$ cat src/rtl/tx_stream_arbiter.sv
// Round-robin packet arbiter merging NUM_SRC AXI-stream sources onto one output.
// Over-long packets get a forced tlast; their remaining source beats are discarded.
module tx_stream_arbiter #(
   parameter int NUM_SRC              = 4,
   parameter int WORD_BYTES           = 1,
   parameter int PACKET_PAYLOAD_WORDS = 128
) (
   input  logic                            clk,
   input  logic                            rst,
   input  logic [NUM_SRC*WORD_BYTES*8-1:0] s_axis_tdata,
   input  logic [NUM_SRC-1:0]              s_axis_tvalid,
   input  logic [NUM_SRC-1:0]              s_axis_tlast,
   output logic [NUM_SRC-1:0]              s_axis_tready,
   output logic [WORD_BYTES*8-1:0]         m_axis_tdata,
   output logic                            m_axis_tvalid,
   output logic                            m_axis_tlast,
   input  logic                            m_axis_tready,
   output logic [NUM_SRC-1:0]              grant,
   output logic [15:0]                     trunc_count
);
   localparam int DW = WORD_BYTES * 8;
   localparam int IW = $clog2(NUM_SRC);
   localparam int CW = $clog2(PACKET_PAYLOAD_WORDS + 1);
   localparam logic [IW-1:0] LAST_IDX = IW'(NUM_SRC - 1);
   localparam logic [CW-1:0] MAX_BEAT = CW'(PACKET_PAYLOAD_WORDS - 1);

   typedef enum logic [1:0] {IDLE, FORWARD, DROP} state_t;

   state_t             r_state;
   state_t             w_state_next;
   logic [IW-1:0]      r_grant_idx;
   logic [IW-1:0]      r_last_grant;
   logic [NUM_SRC-1:0] r_grant;
   logic [CW-1:0]      r_beat_cnt;
   logic [15:0]        r_trunc_count;
   logic [IW-1:0]      w_arb_idx;
   logic [IW-1:0]      w_cand;
   logic               w_arb_found;
   logic               w_src_valid;
   logic               w_src_last;
   logic               w_cnt_max;
   logic               w_m_hs;
   logic [DW-1:0]      w_src_data [NUM_SRC];

   genvar gi;
   generate
      for (gi = 0; gi < NUM_SRC; gi++) begin : g_slice
         assign w_src_data[gi] = s_axis_tdata[gi*DW +: DW];
      end
   endgenerate

   assign w_src_valid   = s_axis_tvalid[r_grant_idx];
   assign w_src_last    = s_axis_tlast[r_grant_idx];
   assign w_cnt_max     = (r_beat_cnt == MAX_BEAT);
   assign w_m_hs        = (r_state == FORWARD) && w_src_valid && m_axis_tready;
   assign m_axis_tdata  = w_src_data[r_grant_idx];
   assign grant         = r_grant;
   assign trunc_count   = r_trunc_count;

   // Scan starts just after the previous owner, so it gets lowest priority.
   always_comb begin
      w_arb_found = 1'b0;
      w_arb_idx   = '0;
      w_cand      = '0;
      for (int k = 1; k <= NUM_SRC; k++) begin
         w_cand = IW'((int'(r_last_grant) + k) % NUM_SRC);
         if (!w_arb_found && s_axis_tvalid[w_cand]) begin
            w_arb_found = 1'b1;
            w_arb_idx   = w_cand;
         end
      end
   end

   always_comb begin
      w_state_next  = r_state;
      s_axis_tready = '0;
      m_axis_tvalid = 1'b0;
      m_axis_tlast  = 1'b0;
      case (r_state)
         IDLE: begin
            if (w_arb_found) w_state_next = FORWARD;
         end
         FORWARD: begin
            m_axis_tvalid              = w_src_valid;
            m_axis_tlast               = w_src_last | w_cnt_max;
            s_axis_tready[r_grant_idx] = m_axis_tready;
            if (w_m_hs && m_axis_tlast) w_state_next = w_src_last ? IDLE : DROP;
         end
         DROP: begin
            s_axis_tready[r_grant_idx] = 1'b1;
            if (w_src_valid && w_src_last) w_state_next = IDLE;
         end
         default: w_state_next = IDLE;
      endcase
      // Nothing may handshake while reset is held, even before the registers clear.
      if (rst) begin
         s_axis_tready = '0;
         m_axis_tvalid = 1'b0;
         m_axis_tlast  = 1'b0;
      end
   end

   always_ff @(posedge clk) begin
      if (rst) begin
         r_state       <= IDLE;
         r_grant       <= '0;
         r_grant_idx   <= '0;
         r_last_grant  <= LAST_IDX;
         r_beat_cnt    <= '0;
         r_trunc_count <= '0;
      end else begin
         r_state <= w_state_next;
         if (r_state == IDLE && w_arb_found) begin
            r_grant_idx  <= w_arb_idx;
            r_last_grant <= w_arb_idx;
            r_grant      <= NUM_SRC'(1) << w_arb_idx;
         end
         if (w_m_hs) r_beat_cnt <= r_beat_cnt + CW'(1);
         if (r_state != IDLE && w_state_next == IDLE) begin
            r_grant    <= '0;
            r_beat_cnt <= '0;
         end
         if (r_state == FORWARD && w_state_next == DROP && r_trunc_count != 16'hFFFF)
            r_trunc_count <= r_trunc_count + 16'd1;
      end
   end
endmodule

$ cat config.mk
export PLATFORM = sky130hd
export DESIGN_NAME = tx_stream_arbiter
export DESIGN_NICKNAME = d
export VERILOG_FILES = /design/src/rtl/tx_stream_arbiter.sv
export SDC_FILE = /design/constraint.sdc
export NUM_CORES = 1
export LEC_CHECK = 0
export CORE_UTILIZATION = 48
export DETAILED_ROUTE_END_ITERATION = 10
export PLACE_DENSITY = 0.95
export SLEW_MARGIN = 40
export SYNTH_ARGS = -nofsm -noshare
export SYNTH_HDL_FRONTEND = slang
export SYNTH_SLANG_ARGS = --single-unit
$ cat constraint.sdc
create_clock -name clk -period 4.2 [get_ports clk]
set_clock_uncertainty 0.15 [all_clocks]
set_input_delay 0.63 -clock clk [delete_from_list [all_inputs] [get_ports clk]]
set_output_delay 0.63 -clock clk [all_outputs]
set_load 0.05 [all_outputs]
### Yosys cells after proc, flatten, opt, wreduce, memory -nomap -nowiden

Index checks and enable logic that the tools add are counted.
W data, S select, Z words.

| operators by class | value |
|---|---|
| add/subtract/negate cells | 6 |
| equal/unequal tests | 5 |
| reductions and logical operators | 19 |
| bitwise operators | 3 |
| shifts and indexed selects | 1 |
| multiplexer cells | 36 |
| $lt $le $gt $ge | 7 |

Operators with widths:

| operator | count |
|---|---|
| $add A16 B1 Y16 const B | 1 |
| $bmux W8 S2 | 1 |
| $mux W2 | 8 |
| $mux W8 | 2 |
| $ne A16 B16 Y1 const B | 1 |
| $lt A2 B3 Y1 const B | 5 |
| $mux W1 | 15 |
| $bmux W1 S2 | 6 |
| $logic_and A1 B1 Y1 | 12 |
| $add A8 B1 Y8 const B | 1 |
| $eq A8 B7 Y1 const B | 1 |
| $pmux W4 S2 | 1 |
| $pmux W2 S3 | 1 |
| $add A2 B1 Y2 const B | 2 |
| $add A2 B2 Y2 const B | 2 |
| $and A4 B4 Y4 | 1 |
| $eq A2 B2 Y1 const B | 2 |
| $logic_not A2 Y1 | 2 |
| $mux W4 | 1 |
| $shl A1 B2 Y4 const A | 1 |
| $ge A3 B3 Y1 const B | 1 |
| $logic_not A1 Y1 | 3 |
| $not A2 Y3 | 1 |
| $demux W1 S2 | 1 |
| other kinds (5) | 5 |

| storage, ports and cells | value |
|---|---|
| register bits after elaboration | 34 |
| logic and storage cells | 83 |

### Depth between registers and ports, before layout

Gate-level depths: netlist of the first run.

| depth | value |
|---|---|
| depth after elaboration | 18 |
| gate-level depth with buffers | 9 |
| depth with buffers taken out | 8 |

### Least setup slack after synthesis of the first run

No wires, ideal clock.

| path | value |
|---|---|
| kind | input -> output |
| start | input rst |
| end | output s_axis_tready[2] |
| cell stages on the path | 3 |
| data required time | 3.420 ns |
| buffers on the path | 1 |
| path slack | 0.950 ns |
| arrival time | 2.470 ns |
| path through | clkbuf_1 or3b_2 nor3b_1 |

| between the ends | value |
|---|---|
| longest elaborated chain between the ends | 1 |

Ends and longest elaborated chain:

| what | RTL line | source |
|---|---|---|
| from (decl) | 9 | `input logic rst,` |
| $mux W4 | 96 | `if (rst) begin` |
| to (decl) | 13 | `output logic [NUM_SRC-1:0] s_axis_tready,` |

Every way passes these cells.

### Worst setup path after layout of the first run

| path | value |
|---|---|
| start | input s_axis_tvalid[3] |
| end | register r_trunc_count[11], in the netlist trunc_count[11] |

| between the ends | value |
|---|---|
| longest elaborated chain between the ends | 17 |

Ends and longest elaborated chain:

| what | RTL line | source |
|---|---|---|
| from (decl) | 11 | `input logic [NUM_SRC-1:0] s_axis_tvalid,` |
| $bmux W1 S2 | 67 | `if (!w_arb_found && s_axis_tvalid[w_cand]) begin` |
| $mux W1 (implied by the code) | 67 |  |
| $mux W1 | 67 |  |
| $logic_not A1 Y1 | 67 |  |
| $logic_and A1 B1 Y1 | 67 |  |
| $mux W1 | 67 |  |
| $logic_not A1 Y1 | 67 |  |
| $logic_and A1 B1 Y1 | 67 |  |
| $mux W1 | 67 |  |
| $logic_not A1 Y1 | 67 |  |
| $logic_and A1 B1 Y1 | 67 |  |
| $mux W1 | 67 |  |
| $mux W2 | 81 | `if (w_arb_found) w_state_next = FORWARD;` |
| $pmux W2 S3 * | 79 | `case (r_state)` |
| $eq A2 B2 Y1 * | 123 | `if (r_state == FORWARD && w_state_next == DROP && r_trunc_count != 16'hFFFF)` |
| $logic_and A1 B1 Y1 * (2 in a row) | 123 |  |
| to (signal assigned) | 124 | `r_trunc_count <= r_trunc_count + 16'd1;` |
| to (decl) | 35 | `logic [15:0] r_trunc_count;` |

Mark *: on every way between the ends. The rest lies on a longest branch, timed or not. The select of a mux whose other input is x is not followed.
A chain may end at the register's enable or synchronous reset.

==> results of run 1 <==
==> through the flow <==
step / setup WS, ns / util / hold slack (ns) / total power, mW
2_1_floorplan: 0.950 / - / 0.322 / 0.585
3_3_place_gp: 0.561 / 0.704 / 0.289 / 0.687
3_5_place_dp: 0.506 / 0.704 / 0.297 / 0.696
4_1_cts: 0.722 / 0.731 / 0.306 / 0.981
5_1_grt: 0.545 / 0.731 / 0.332 / 1.02
6_report: 0.687 / 0.731 / 0.304 / 0.980
==> worst max-delay path: cells and delay by family <==
family | cells | cell delay, ns
AO/OA/AOI/OAI | 3 | 0.97
buffers and inverters | 1 | 0.54
multiplexers | 2 | 0.95
AND/OR/NAND/NOR | 1 | 0.44
==> area by class of cell <==
class	count	area (sq um)	area share
multi-input cells	186	1340	0.444
clock buffers	8	110	0.0366
repair buffers	79	791	0.263
well taps	50	62.6	0.0208
inverters	7	26.3	0.00874
flip-flops and latches	34	681	0.226
==> power breakdown <==
part / internal, mW / leakage (nW) / switching (mW) / total [mW]
Clock: 0.165 / 0.0575 / 0.121 / 0.286
Sequential: 0.337 / 0.276 / 0.0183 / 0.355
Combinational: 0.144 / 0.744 / 0.195 / 0.338
==> state kept, by name, summed over array words and instances, names as in the netlist <==
| name | flops |
|---|---|
| trunc_count | 16 |
| grant | 4 |
| r_grant_idx | 2 |
| r_last_grant | 2 |
| r_beat_cnt | 8 |
| r_state | 2 |
==> kinds of logic (layout without fill, tap and decap cells) <==
kind of cell             Yosys count  after routing  share of synthesized area
buffers and inverters             23             94                     0.0512
adder cells (fa/ha/maj)            6              6                     0.0353
AND/OR/NAND/NOR                  113            113                      0.282
multiplexers                      22             22                      0.168
XOR/XNOR                           7              7                     0.0288
flip-flops                        34             34                      0.320
AO/OA/AOI/OAI                     38             38                      0.114
==> per-layer routing <==
metal,wire (microns),vias up,global-route usage,part of all wire
li1,-,1032,-,-
met3,407,22,0.0477,0.069
met1,2240,1016,0.308,0.38
met2,3060,118,0.490,0.52
met4,172,0,0.112,0.029
met5,0,-,0,0
==> cell usage after synthesis, types with 3 or more instances <==
cell / n / area (sq um)
mux4_2: 10 / 225
ha_1: 6 / 75.1
nor3_1: 13 / 65.1
nand2_1: 16 / 60.1
inv_1: 7 / 26.3
o31ai_1: 3 / 22.5
o21ai_0: 7 / 35.0
nor2_1: 27 / 101
and3_1: 6 / 37.5
or3_1: 6 / 37.5
clkbuf_1: 9 / 33.8
buf_2: 3 / 15.0
nand4_1: 11 / 68.8
nand3_1: 8 / 40.0
nor3b_1: 4 / 30.0
dfxtp_1: 34 / 681
and4_1: 4 / 35.0
nor2b_1: 11 / 68.8
or4_1: 3 / 22.5
a21oi_1: 14 / 70.1
mux2_2: 10 / 113
xor2_1: 5 / 43.8
==> worst max-delay path by stage <==
stage / endpoint / startpoint / depth (start not counted)
after CTS: m_axis_tlast / s_axis_tlast[2] / 5
after global routing: trunc_count[11]$_SDFFE_PP0P_ / s_axis_tvalid[3] / 7
final: trunc_count[11]$_SDFFE_PP0P_ / s_axis_tvalid[3] / 7
after detailed placement: trunc_count[11]$_SDFFE_PP0P_ / s_axis_tvalid[3] / 7
after global placement: trunc_count[11]$_SDFFE_PP0P_ / s_axis_tvalid[3] / 7
after floorplan: s_axis_tready[2] / rst / 3
==> results.md, run 1 <==
Status:
- The run finished with clean final reports.

CTS:
- The post-CTS setup buffer count is 0.
- The register clock-pin slew on the reported worst setup and hold paths is 0.07 ns.
- The number of gates resized after cts is 0.
- The buffer levels on the longest clock path is 2.
- The clock latency reported for the late side of the worst-skew pair is 0.29 ns.
- The library cell used as clock root buffer is clkbuf_8.
- The count of hold buffers inserted by post-cts repair is 0.
- The number of clock sinks is 34.
- TritonCTS built the clock tree.
- The number of H-tree levels is 2.
- The number of clock buffers inserted by TritonCTS is 5.

Synth:
- The cell area that synthesis handed to floorplanning was 2130 sq um.
- Yosys printed 0 warnings.
- The share of the Yosys chip area taken by registers is 0.320.
- Averaged over all synthesized cells, the footprint is 8.75 sq um.
- Yosys mapped a number of flops with a built-in enable equal to 0.
- The post-synth net total is 292.
- The number of cells produced by synthesis is 243.
- In the synthesized netlist the async set-or-reset flop fraction comes to 0.
- Counting flops and latches in the post-synthesis netlist gives 34.
- The netlist uses 43 different library cells.
- The most frequently used flop master after synthesis is dfxtp_1.

Setup path:
- For this run, the slowest stage of the critical path takes 0.63 ns.
- Data on the critical path is required at its endpoint by 4.23 ns.
- The number of cells on the worst reg-to-reg path is 6.
- The worst setup path is captured at a register.
- The critical path in this run is classified as input port to register.
- Among all stages on the critical path, the largest delay is contributed by a221o_1.
- At the worst endpoint, the arrival time is 3.55 ns.
- Walking the worst path, the cells encountered are clkdlybuf4s50_1, mux4_2, a21boi_1, o21ai_0, a221o_1, nor4b_1, mux2_2.
- Along the worst path, the maximum fanout reaches 24.
- The launch point of the worst reg-to-reg path is r_grant_idx[1]$_SDFFE_PP0P_.
- The worst register-to-register path ends at trunc_count[11]$_SDFFE_PP0P_.
- The startpoint type of the worst setup path is an input port.
- The register-to-register path setup slack is 0.77 ns.

Final layout:
- The ratio of cells with drive above 1 in the final layout is 0.115.
- The layout overhead on the synthesized area is 41.4%.
- After routing the design area is 3010 sq um.
- After the flow finishes, the layout carries non-filler instances totaling 364.
- The commonest non-fill, non-tap cell in the layout is clkdlybuf4s50_1.
- The fill cell instance count of the final layout is 307.
- Leaving out fill and tap cells, the most frequent cells in the layout are 74 x clkdlybuf4s50_1, 34 x dfxtp_1, 27 x nor2_1.
- For this run, the post-layout net count is 362.
- The number of antenna diodes in the final layout is 0.

Floorplanning:
- The die area is 4700 sq um.
- The number of placed I/O pins is 77.
- The initial utilization of the core area, before any placement, comes to 0.517.
- Measured along the x axis, the die boundary spans 68.6 microns.
- The floorplan step defined a core boundary enclosing 4120 sq um.
- The floorplan has 23 rows.
- The die is 68.6 microns tall.

STA:
- In the final timing run, aggregate negative setup slack is 0 ns.
- The fmax is 0.285 GHz.
- The max-slew headroom at the worst pin is 0.520.
- The final-report max-slew violation count is 0.
- The ratio of final minimum period to clock period is 0.836.
- Setup violations remaining at the end of the flow were counted as 0.
- The final critical delay including setup and external delays is 3.51 ns.
- The slew at the pin with the worst max-slew slack is 0.720 ns.
- The count of final hold-check violations came to 0.
- Setup repair after global routing left no endpoint under its margin.

Detailed routing:
- The remaining antenna violation count is 0.
- The length of the first detailed-routing pass in iterations is 5.
- The routed wirelength normalized by instance count is 16.1 microns.
- Using the TritonRoute via totals, the vias-per-cell ratio works out to 6.01.
- The routed design has 5.88 mm of wire.
- The iteration-0 DRC count of the detailed router is 202.
- The detailed router placed 2188 vias in this run.
- In the routed design, unresolved DRC markers number 0.

Run:
- The max-cap check violation count is 0.

Placed design:
- At the end of routability-driven placement, the weighted congestion stood at 0.835.
- Summed over all nets, the half-perimeter wirelength after detailed placement is 4.25 mm.
- Input and output buffers added on the ports amount to 76.
- The post-place instance area is 2900 sq um.
- Once placement completed, the tool counted placed cells totaling 356.

Pwr:
- The peak supply drop is 0.194 mV.
- In this run the static leakage power is 1.08 nW.
- The areal power density over the cells is 326 nW/um^2.

Global routing:
- The initial antenna violation count came to 0.
- The first global-routing pass estimated 9.47 mm of wire.
- The maximum number of pins on one net before global-route repair is 30.
- Summed over all layers, the global routing overflow is 0.
- The number of global-route vias before repair is 2132.
- Across every metal layer, demand over resource in global routing totals 0.270.

Hold path:
- The class of the worst hold path is register to register.
- For hold timing, the worst endpoint is grant[3]$_SDFFE_PP0P_.
- The number of cells on the worst hold path is 2.
- The startpoint identified for the worst hold timing path is grant[3]$_SDFFE_PP0P_.
Note: power is estimated with default switching activity, not from simulation.
==> inputs of run 2 (changes only) <==
CORE_UTILIZATION = 45   (was 48)
PLACE_DENSITY = 0.91   (was 0.95)
clock period = 3.5 ns   (was 4.2 ns; I/O delays follow)
==> run 2 against run 1 <==
Effect of this change: worst setup slack got worse by 0.19 ns; power up 17%; sequential share of layout area is 0.76 points lower; critical path depth grew 1; die area is 6.5% higher; clock power up 6%; cell count grew 3.0%; via count fell by 2.8%; the run now ends with design-rule violations left; first-iteration DRC count is 35% lower; utilization shrank 3.1 points; largest power group is now combinational logic; global-route usage down 4.1 points; cell area is 3.5% higher.
==> results.md, run 2 (synthesis gave the netlist of run 1 again) <==
Detailed routing:
- The residual DRC count is 4.
- Wires add up to 5.45 mm.
- After the first detailed-routing iteration, the DRC count stood at 131.
- Dividing the detail-routed via count by the number of cells gives 5.67.
- The first detailed-routing pass ran for 7 iterations.
- The routed wirelength normalized by instance count is 14.5 microns.
- In this run the remaining antenna-violating nets after routing total 0.
- The total number of vias is 2126.

STA:
- The final-report max-slew violation count is 0.
- Setup violations remaining at the end of the flow were counted as 0.
- The count of final hold-check violations is 0.
- Setup repair after global routing left no endpoint under its margin.
- Dividing the final minimum period by the clock period gives 0.859.
- The routed design could run at a clock period as short as 3.01 ns.
- Across all hold checks on the routed design, the worst slack comes to 0.303 ns.
- For the pin with the worst max-slew slack, the measured transition is 0.509 ns.
- Headroom to the max-slew limit came out at 0.660.
- In the final timing run, aggregate negative setup slack is 0 ns.
- For this run, the top clock speed supported by timing is 0.333 GHz.

Global routing:
- The initial antenna violation count is 0.
- The met3 layer usage reported by global route is 0.0456.
- The met2 layer usage reported by global route is 0.429.
- The number of global-route vias before repair came to 2189.
- The maximum number of pins on one net before global-route repair is 37.
- After global routing the overflow that remains totals 0.
- The wire length of the first global-routing pass is 9.25 mm.
- In the global route stage, met1 resource usage came out at 0.254.
- The layer flagged by global routing as most heavily used is met2.
- The overall fraction of global-route tracks in use is 0.229.

Final layout:
- The net total in the final layout is 371.
- In the layout the commonest cells are 70 x clkdlybuf4s50_1, 34 x dfxtp_1, 27 x nor2_1.
- The repair_antennas step left the layout with diodes totalling 0.
- The commonest non-fill, non-tap cell in the layout is clkdlybuf4s50_1.
- The flip-flop count of the largest register, all copies and words added is 16.
- The fill cell instance count of the final layout is 354.
- The ratio of cells with drive above 1 in the final layout is 0.149.
- The layout overhead on the synthesized area is 46.3%.

CTS:
- The number of gates resized after cts is 0.
- At the later pin of the worst-skew pair, clock insertion delay measures 0.29 ns.
- The number of H-tree levels is 2.
- Clock-pin slew was measured on the worst setup and hold paths at 0.07 ns.
- TritonCTS created 5 clock buffers.
- In this run, post-CTS hold repair placed 0 buffers.
- The library cell used as clock root buffer is clkbuf_8.
- Counting along the longest clock path gives a buffer depth of 2.
- The post-CTS setup buffer count is 0.
- The clock tree from TritonCTS is done.
- CTS saw 34 sinks.

Status:
- The final reports fail on design-rule violations.
- The flow ran to the end, but the final reports show violations.

Pwr:
- The design draws 1.15 mW.
- For this design the ratio of total power to cell area is 368 nW/um^2.
- VDD sags by at most 0.244 mV.
- For this design the static power due to leakage is 1.13 nW.

Setup path:
- STA puts the critical path data required time at 3.57 ns.
- Counting cells, the worst reg-to-reg path comes to 8.
- The worst setup path is captured at a register.
- In this run the worst path has a maximum fanout of 15.
- The worst register-to-register path begins at r_grant_idx[0]$_SDFFE_PP0P_.
- Data arrives at the worst endpoint at 3.08 ns.
- The destination of the worst register-to-register timing path is trunc_count[14]$_SDFFE_PP0P_.
- STA classifies the critical path startpoint as an input port.
- The setup check on the worst reg-to-reg path leaves a slack of 0.70 ns.
- By startpoint and endpoint, the worst setup path is classified as input port to register.

Floorplanning:
- The initial utilization of the core area, before any placement, comes to 0.478.
- The number of placed I/O pins is 77.
- The y dimension of the die is 70.7 microns.
- The width of the die is 70.7 microns.
- The standard cell core area is 4440 sq um.
- The die area is 5000 sq um.
- The number of standard-cell rows in the floorplan is 24.

Placed design:
- The count of buffers added on input and output ports is 76.
- Routability-driven placement finished with a final weighted congestion of 0.910.
- The wire-length estimate of the detail-placed layout is 4.21 mm.

Run:
- The max-cap check violation count is 0.

Hold path:
- The number of cells on the worst hold path is 2.
- The path with the worst hold slack has its endpoint at grant[3]$_SDFFE_PP0P_.
- In this run the worst hold path is classified as register to register.
- The hold path startpoint is grant[3]$_SDFFE_PP0P_.
==> run 2: worst max-delay path by stage <==
stage,start,end,slack (ns),depth (start not counted)
2_1_floorplan,rst,s_axis_tready[2],0.46,3
3_3_place_gp,s_axis_tlast[3],trunc_count[14]$_SDFFE_PP0P_,0.29,7
3_5_place_dp,s_axis_tvalid[3],trunc_count[14]$_SDFFE_PP0P_,0.22,8
4_1_cts,s_axis_tvalid[3],trunc_count[14]$_SDFFE_PP0P_,0.51,8
5_1_grt,s_axis_tvalid[1],trunc_count[4]$_SDFFE_PP0P_,0.33,8
6_report,s_axis_tvalid[3],trunc_count[14]$_SDFFE_PP0P_,0.49,8
==> run 2: cell type report <==
type	count	area, sq um	share of cell area
Clock buffer	7	86.3	0.0278
Multi-Input combinational cell	186	1340	0.430
Sequential cell	34	681	0.219
Tap cell	52	65.1	0.0209
Inverter	7	26.3	0.00845
Clock inverter	1	5.00	0.00161
Timing Repair Buffer	88	911	0.293
==> run 2: critical path: stages <==
cell and delay, ns:
clkdlybuf4s50_1 0.42, mux4_2 0.55, a21boi_1 0.21, o21ai_0 0.11, a221o_1 0.40, buf_4 0.20
or4_1 0.52, a21oi_1 0.15
==> run 2: stage by stage <==
step | std cells | cell area, sq um | util | worst slack, ns
after floorplan | 243 | 2130 | - | 0.460
after global placement | 367 | 3020 | 0.679 | 0.286
after detailed placement | 367 | 3020 | 0.679 | 0.215
after CTS | 375 | 3110 | 0.700 | 0.510
after global routing | 375 | 3110 | 0.700 | 0.335
final | 375 | 3110 | 0.700 | 0.493
==> run 2: power breakdown <==
group	internal [mW]	leakage (nW)	switching [mW]
Sequential	0.404	0.276	0.0147
Clock	0.159	0.0482	0.144
Combinational	0.187	0.808	0.236
Total	0.750	1.13	0.395
==> run 2: routing by layer <==
layer	vias up	part of all wire	wire length [microns]
li1	1051	-	-
met1	995	0.41	2240
met2	68	0.52	2840
met3	12	0.051	279
met4	0	0.018	96
met5	-	0	0
